### src/rtl/fu_result_queue.sv
// rtl/fu_result_queue.sv - per-FU in-order result buffer feeding the CDB prepared/avail handshake
//
// Purpose: queues completed results from one functional unit and presents the
// oldest one to the CDB arbiter. The head is popped when the CDB reports the
// slot available; enq_ready back-pressures the FU when the buffer is full.
//
// Ports:
//   clock       sole clock, all state updates on posedge
//   reset       asynchronous active-high, clears head/tail/count
//   squash      synchronous flush, discards every entry (wins over enq/deq)
//   enq_valid   FU presents a completed result this cycle
//   enq_packet  result packet from the FU
//   enq_ready   queue accepts an enqueue this cycle (registered count only)
//   prepared    head entry valid
//   out_packet  head entry, zero when empty
//   avail       CDB consumes the head at this edge when prepared
//   count       current occupancy, 0..DEPTH

module fu_result_queue #(
    parameter int DEPTH     = 4,
    parameter int PKT_WIDTH = 64,
    parameter int CNT_WIDTH = $clog2(DEPTH + 1)
) (
    input  logic                 clock,
    input  logic                 reset,
    input  logic                 squash,
    input  logic                 enq_valid,
    input  logic [PKT_WIDTH-1:0] enq_packet,
    output logic                 enq_ready,
    output logic                 prepared,
    output logic [PKT_WIDTH-1:0] out_packet,
    input  logic                 avail,
    output logic [CNT_WIDTH-1:0] count
);

    localparam int PTR_WIDTH = $clog2(DEPTH);
    localparam logic [CNT_WIDTH-1:0] FULL_COUNT = CNT_WIDTH'(DEPTH);

    logic [PKT_WIDTH-1:0] mem [DEPTH];
    logic [PTR_WIDTH-1:0] head;
    logic [PTR_WIDTH-1:0] tail;
    logic                 enq_fire;
    logic                 deq_fire;
    logic [CNT_WIDTH-1:0] count_next;

    // enq_ready looks only at the registered count, so a pop in the same
    // cycle never frees a slot combinationally (no avail -> FU stall path).
    assign enq_ready  = (count != FULL_COUNT);
    assign prepared   = (count != '0);
    assign out_packet = prepared ? mem[head] : '0;

    assign enq_fire = enq_valid & enq_ready & ~squash;
    assign deq_fire = avail & prepared & ~squash;

    always_comb begin
        count_next = count;
        case ({enq_fire, deq_fire})
            2'b10:   count_next = count + CNT_WIDTH'(1);
            2'b01:   count_next = count - CNT_WIDTH'(1);
            default: count_next = count;
        endcase
    end

    // Pointer and occupancy state. DEPTH is a power of two, so the natural
    // pointer overflow is the modulo-DEPTH wrap.
    always_ff @(posedge clock or posedge reset) begin
        if (reset) begin
            head  <= '0;
            tail  <= '0;
            count <= '0;
        end else if (squash) begin
            head  <= '0;
            tail  <= '0;
            count <= '0;
        end else begin
            if (enq_fire) begin
                tail <= tail + PTR_WIDTH'(1);
            end
            if (deq_fire) begin
                head <= head + PTR_WIDTH'(1);
            end
            count <= count_next;
        end
    end

    // Storage carries no reset; only pointers and count define validity.
    always_ff @(posedge clock) begin
        if (enq_fire) begin
            mem[tail] <= enq_packet;
        end
    end

endmodule

### config.mk
export PLATFORM = sky130hd
export DESIGN_NAME = fu_result_queue
export DESIGN_NICKNAME = d
export VERILOG_FILES = /design/src/rtl/fu_result_queue.sv
export SDC_FILE = /design/constraint.sdc
export NUM_CORES = 1
export LEC_CHECK = 0
export CORE_UTILIZATION = 49
export CTS_CLUSTER_SIZE = 16
export DETAILED_ROUTE_END_ITERATION = 8
export HOLD_SLACK_MARGIN = 0.1
export PLACE_DENSITY = 0.85
export SKIP_LAST_GASP = 1
export SLEW_MARGIN = 40
export SYNTH_ARGS = -nofsm -noshare
export SYNTH_HDL_FRONTEND = slang
export SYNTH_SLANG_ARGS = --single-unit
### constraint.sdc
create_clock -name clock -period 2.78 [get_ports clock]
set_input_delay 0.417 -clock clock [delete_from_list [all_inputs] [get_ports clock]]
set_output_delay 0.417 -clock clock [all_outputs]
set_load 0.05 [all_outputs]
==> results of run 1 <==
-- critical path, stage by stage (launching register included) --
cell and delay (ns):
dfrtp_4 0.54, buf_12 0.26, mux4_2 0.58, and2_1 0.21, buf_12 0.15
-- through the flow --
| stage | TNS (ns) | cell area (um2) |
|---|---|---|
| after CTS | -0.00517 | 13000 |
| after detailed placement | 0 | 12200 |
| after global routing | 0 | 13100 |
| final | 0 | 13100 |
| after global placement | 0 | 12200 |
| after floorplan | 0 | 10200 |
-- repair_timing --
item                                   4_1_cts  5_1_grt
buffers inserted                             0        7
setup endpoints to repair                   21       26
gates resized for setup                      4        1
gates cloned                                 0        0
endpoints found under the hold margin        0        0
-- flip-flops by register name (all words and copies together) (netlist names) --
register / flops
mem: 256
count: 3
head: 2
tail: 2
-- final timing paths --
| check | startpoint | to | slack (ns) | depth (start not counted) |
|---|---|---|---|---|
| max in group asynchronous | reset | head[0]$_DFFE_PP0P_ | 2.40 | 2 |
| min in group clock | enq_packet[3] | mem[3][3]$_DFFE_PP_ | 0.54 | 1 |
| setup / recovery | head[0]$_DFFE_PP0P_ | out_packet[0] | 0.11 | 4 |
| hold reg to reg | tail[0]$_DFFE_PP0P_ | tail[0]$_DFFE_PP0P_ | 0.60 | 2 |
| setup reg to reg | count[0]$_DFFE_PP0P_ | count[2]$_DFFE_PP0P_ | 0.45 | 6 |
| hold / removal | reset | tail[1]$_DFFE_PP0P_ | 0.13 | 2 |
-- per-layer routing --
layer | global-route usage | wire [um] | vias to the layer above
li1 | - | - | 2234
met1 | 0.256 | 8260 | 2621
met2 | 0.364 | 11500 | 190
met3 | 0.0459 | 1420 | 34
met4 | 0.0510 | 412 | 2
met5 | 0 | 13 | -
-- synth_stat cells, drive strengths merged --
cell type    n  area share
nor3         2     0.00098
a311oi       1     0.00086
mux2         1      0.0011
xnor2        1     0.00086
buf         16       0.011
xor2         2      0.0017
a311o        1     0.00098
a21oi        5      0.0024
a2111oi      2      0.0017
nand3        3      0.0015
nand4bb      1      0.0011
o211ai       1     0.00073
inv          6      0.0022
o311ai       1     0.00086
o21ba        1     0.00098
clkbuf      10      0.0037
nor3b        3      0.0027
or3          1     0.00061
dfrtp        7       0.017
nand2        2     0.00073
nand2b       3      0.0018
o22ai        1     0.00061
o31ai        1     0.00073
fa           1      0.0020
edfxtp     256        0.75
o21ai        4      0.0020
mux4        64        0.14
ha           4      0.0049
and2        68       0.042
nor2         2     0.00073
-- power breakdown --
group	internal (mW)	total [mW]	switching, mW	leakage, nW
sequential	4.49	4.57	0.0835	2.41
combinational	1.19	2.79	1.60	1.52
clock	1.94	3.29	1.35	0.382
total	7.62	10.7	3.04	4.32
-- final cells by class --
type / instances / area (um2)
multi-input cells: 176 / 2210
flip-flops and latches: 263 / 7870
well taps: 270 / 338
inverters: 6 / 22.5
repair buffers: 161 / 1870
clock inverters: 11 / 136
clock buffers: 33 / 656
fillers: 1319 / 7260
diodes: 2 / 5.00
-- cell families after synthesis --
logic type	Yosys count	synth area share
buffers and inverters	32	0.0167
AND/OR/NAND/NOR	85	0.0517
flip-flops	263	0.768
adder cells (fa/ha/maj)	5	0.00685
AO/OA/AOI/OAI	18	0.0119
XOR/XNOR	3	0.00257
multiplexers	65	0.142
==> results.txt, run 1 <==
Final worst slack: 0.105 ns
Most common cell after layout, fill and taps aside: edfxtp_1
Synth cell types: 32
Mapped cell area: 10200 um2
CTS H-tree lvls: 1
Skew final: 0.0102 ns
Period Utilization, post-route: 0.962
TritonCTS sink count: 263
Critical path class: reg2out
Maximum vdd drop: 415 uV
Die ar.: 21500 um2
Gr usage total: 0.205
First-pass GRT wire length: 32600 um
Startpoint Class: flip-flop
End-of-flow core utilization: 0.644
Finished Layout Cells: 922
Leak Pwr: 4.32 nW
Largest net degree at the start of global routing: 66
Die H: 147 um
Worst path arrival time: 2.26 ns
Worst-Skew Late Latency: 0.51 ns
Ports: 138
IO buf count: 137
Deepest clock path buffer count: 3
Final Setup Violations: 0
Max-cap check violation count: 0
Worst-path clk slew: 0.06 ns
Largest fanout on the critical path: 24
Cell Rows: 52
Net Count, Synth: 545
Most frequent cells in the layout: 256 x edfxtp_1, 72 x clkdlybuf4s50_1, 64 x mux4_2, 64 x and2_1, 48 x buf_4
CORE AREA: 20400 um2
Fmax achieved: 374 MHz
Congestion Overflow GR: 0
TritonCTS buffer count: 25
Total Nets Final: 707
1st-iter DRT viols: 349
RSZ-0062 raised after global routing: no
Hold Vio Cnt, Final: 0
Final hold slack: 0.132 ns
Sequential share of the synthesized area: 0.768
DRT Pass-1 Iters: 4
Initial antenna violation count: 1
Mean post-synth cell area: 21.7 um2
DRC Markers: 0
Routed vias/inst: 5.51
Worst min-delay path class: in2async
Placed cells: 869
Final worst path period need: 2.67 ns
Initial core utilization: 0.503
DP Worst Slack: 0.270 ns
Fin. max-slew vios: 0
Area delta synth->final: 28.1%
WL per Instance: 23.4 um
Tightest Pin Transition: 0.546 ns
Detail Placement HPWL: 13200 um
Syn. warnings: 0
CTS Hold Bufs: 0
Crit end category: output pin
#FFs+latches synth: 263
Routed WL: 21600 um
PnR Total Power: 10.7 mW
RD Place Congestion: 0.743
Pwr dens: 813 nW/um2
CTS tree: yes
Status: finished clean
Post-synthesis cell count: 471
CTS root buffer: clkbuf_16
Vias: 5081
Worst EP required: 2.36 ns
Vias in the first global route: 5465
Max transition margin: 0.633
Antenna viol nets, final: 0
Share of cells above drive strength 1: 0.303
Die X: 147 um
Note: power is estimated with default switching activity, not from simulation.
==> run 2, diff against run 1 <==
- CTS_CLUSTER_SIZE: 16 -> 25
==> results of run 2 <==
Final layout, timing and power as in run 1 (identical DEF).
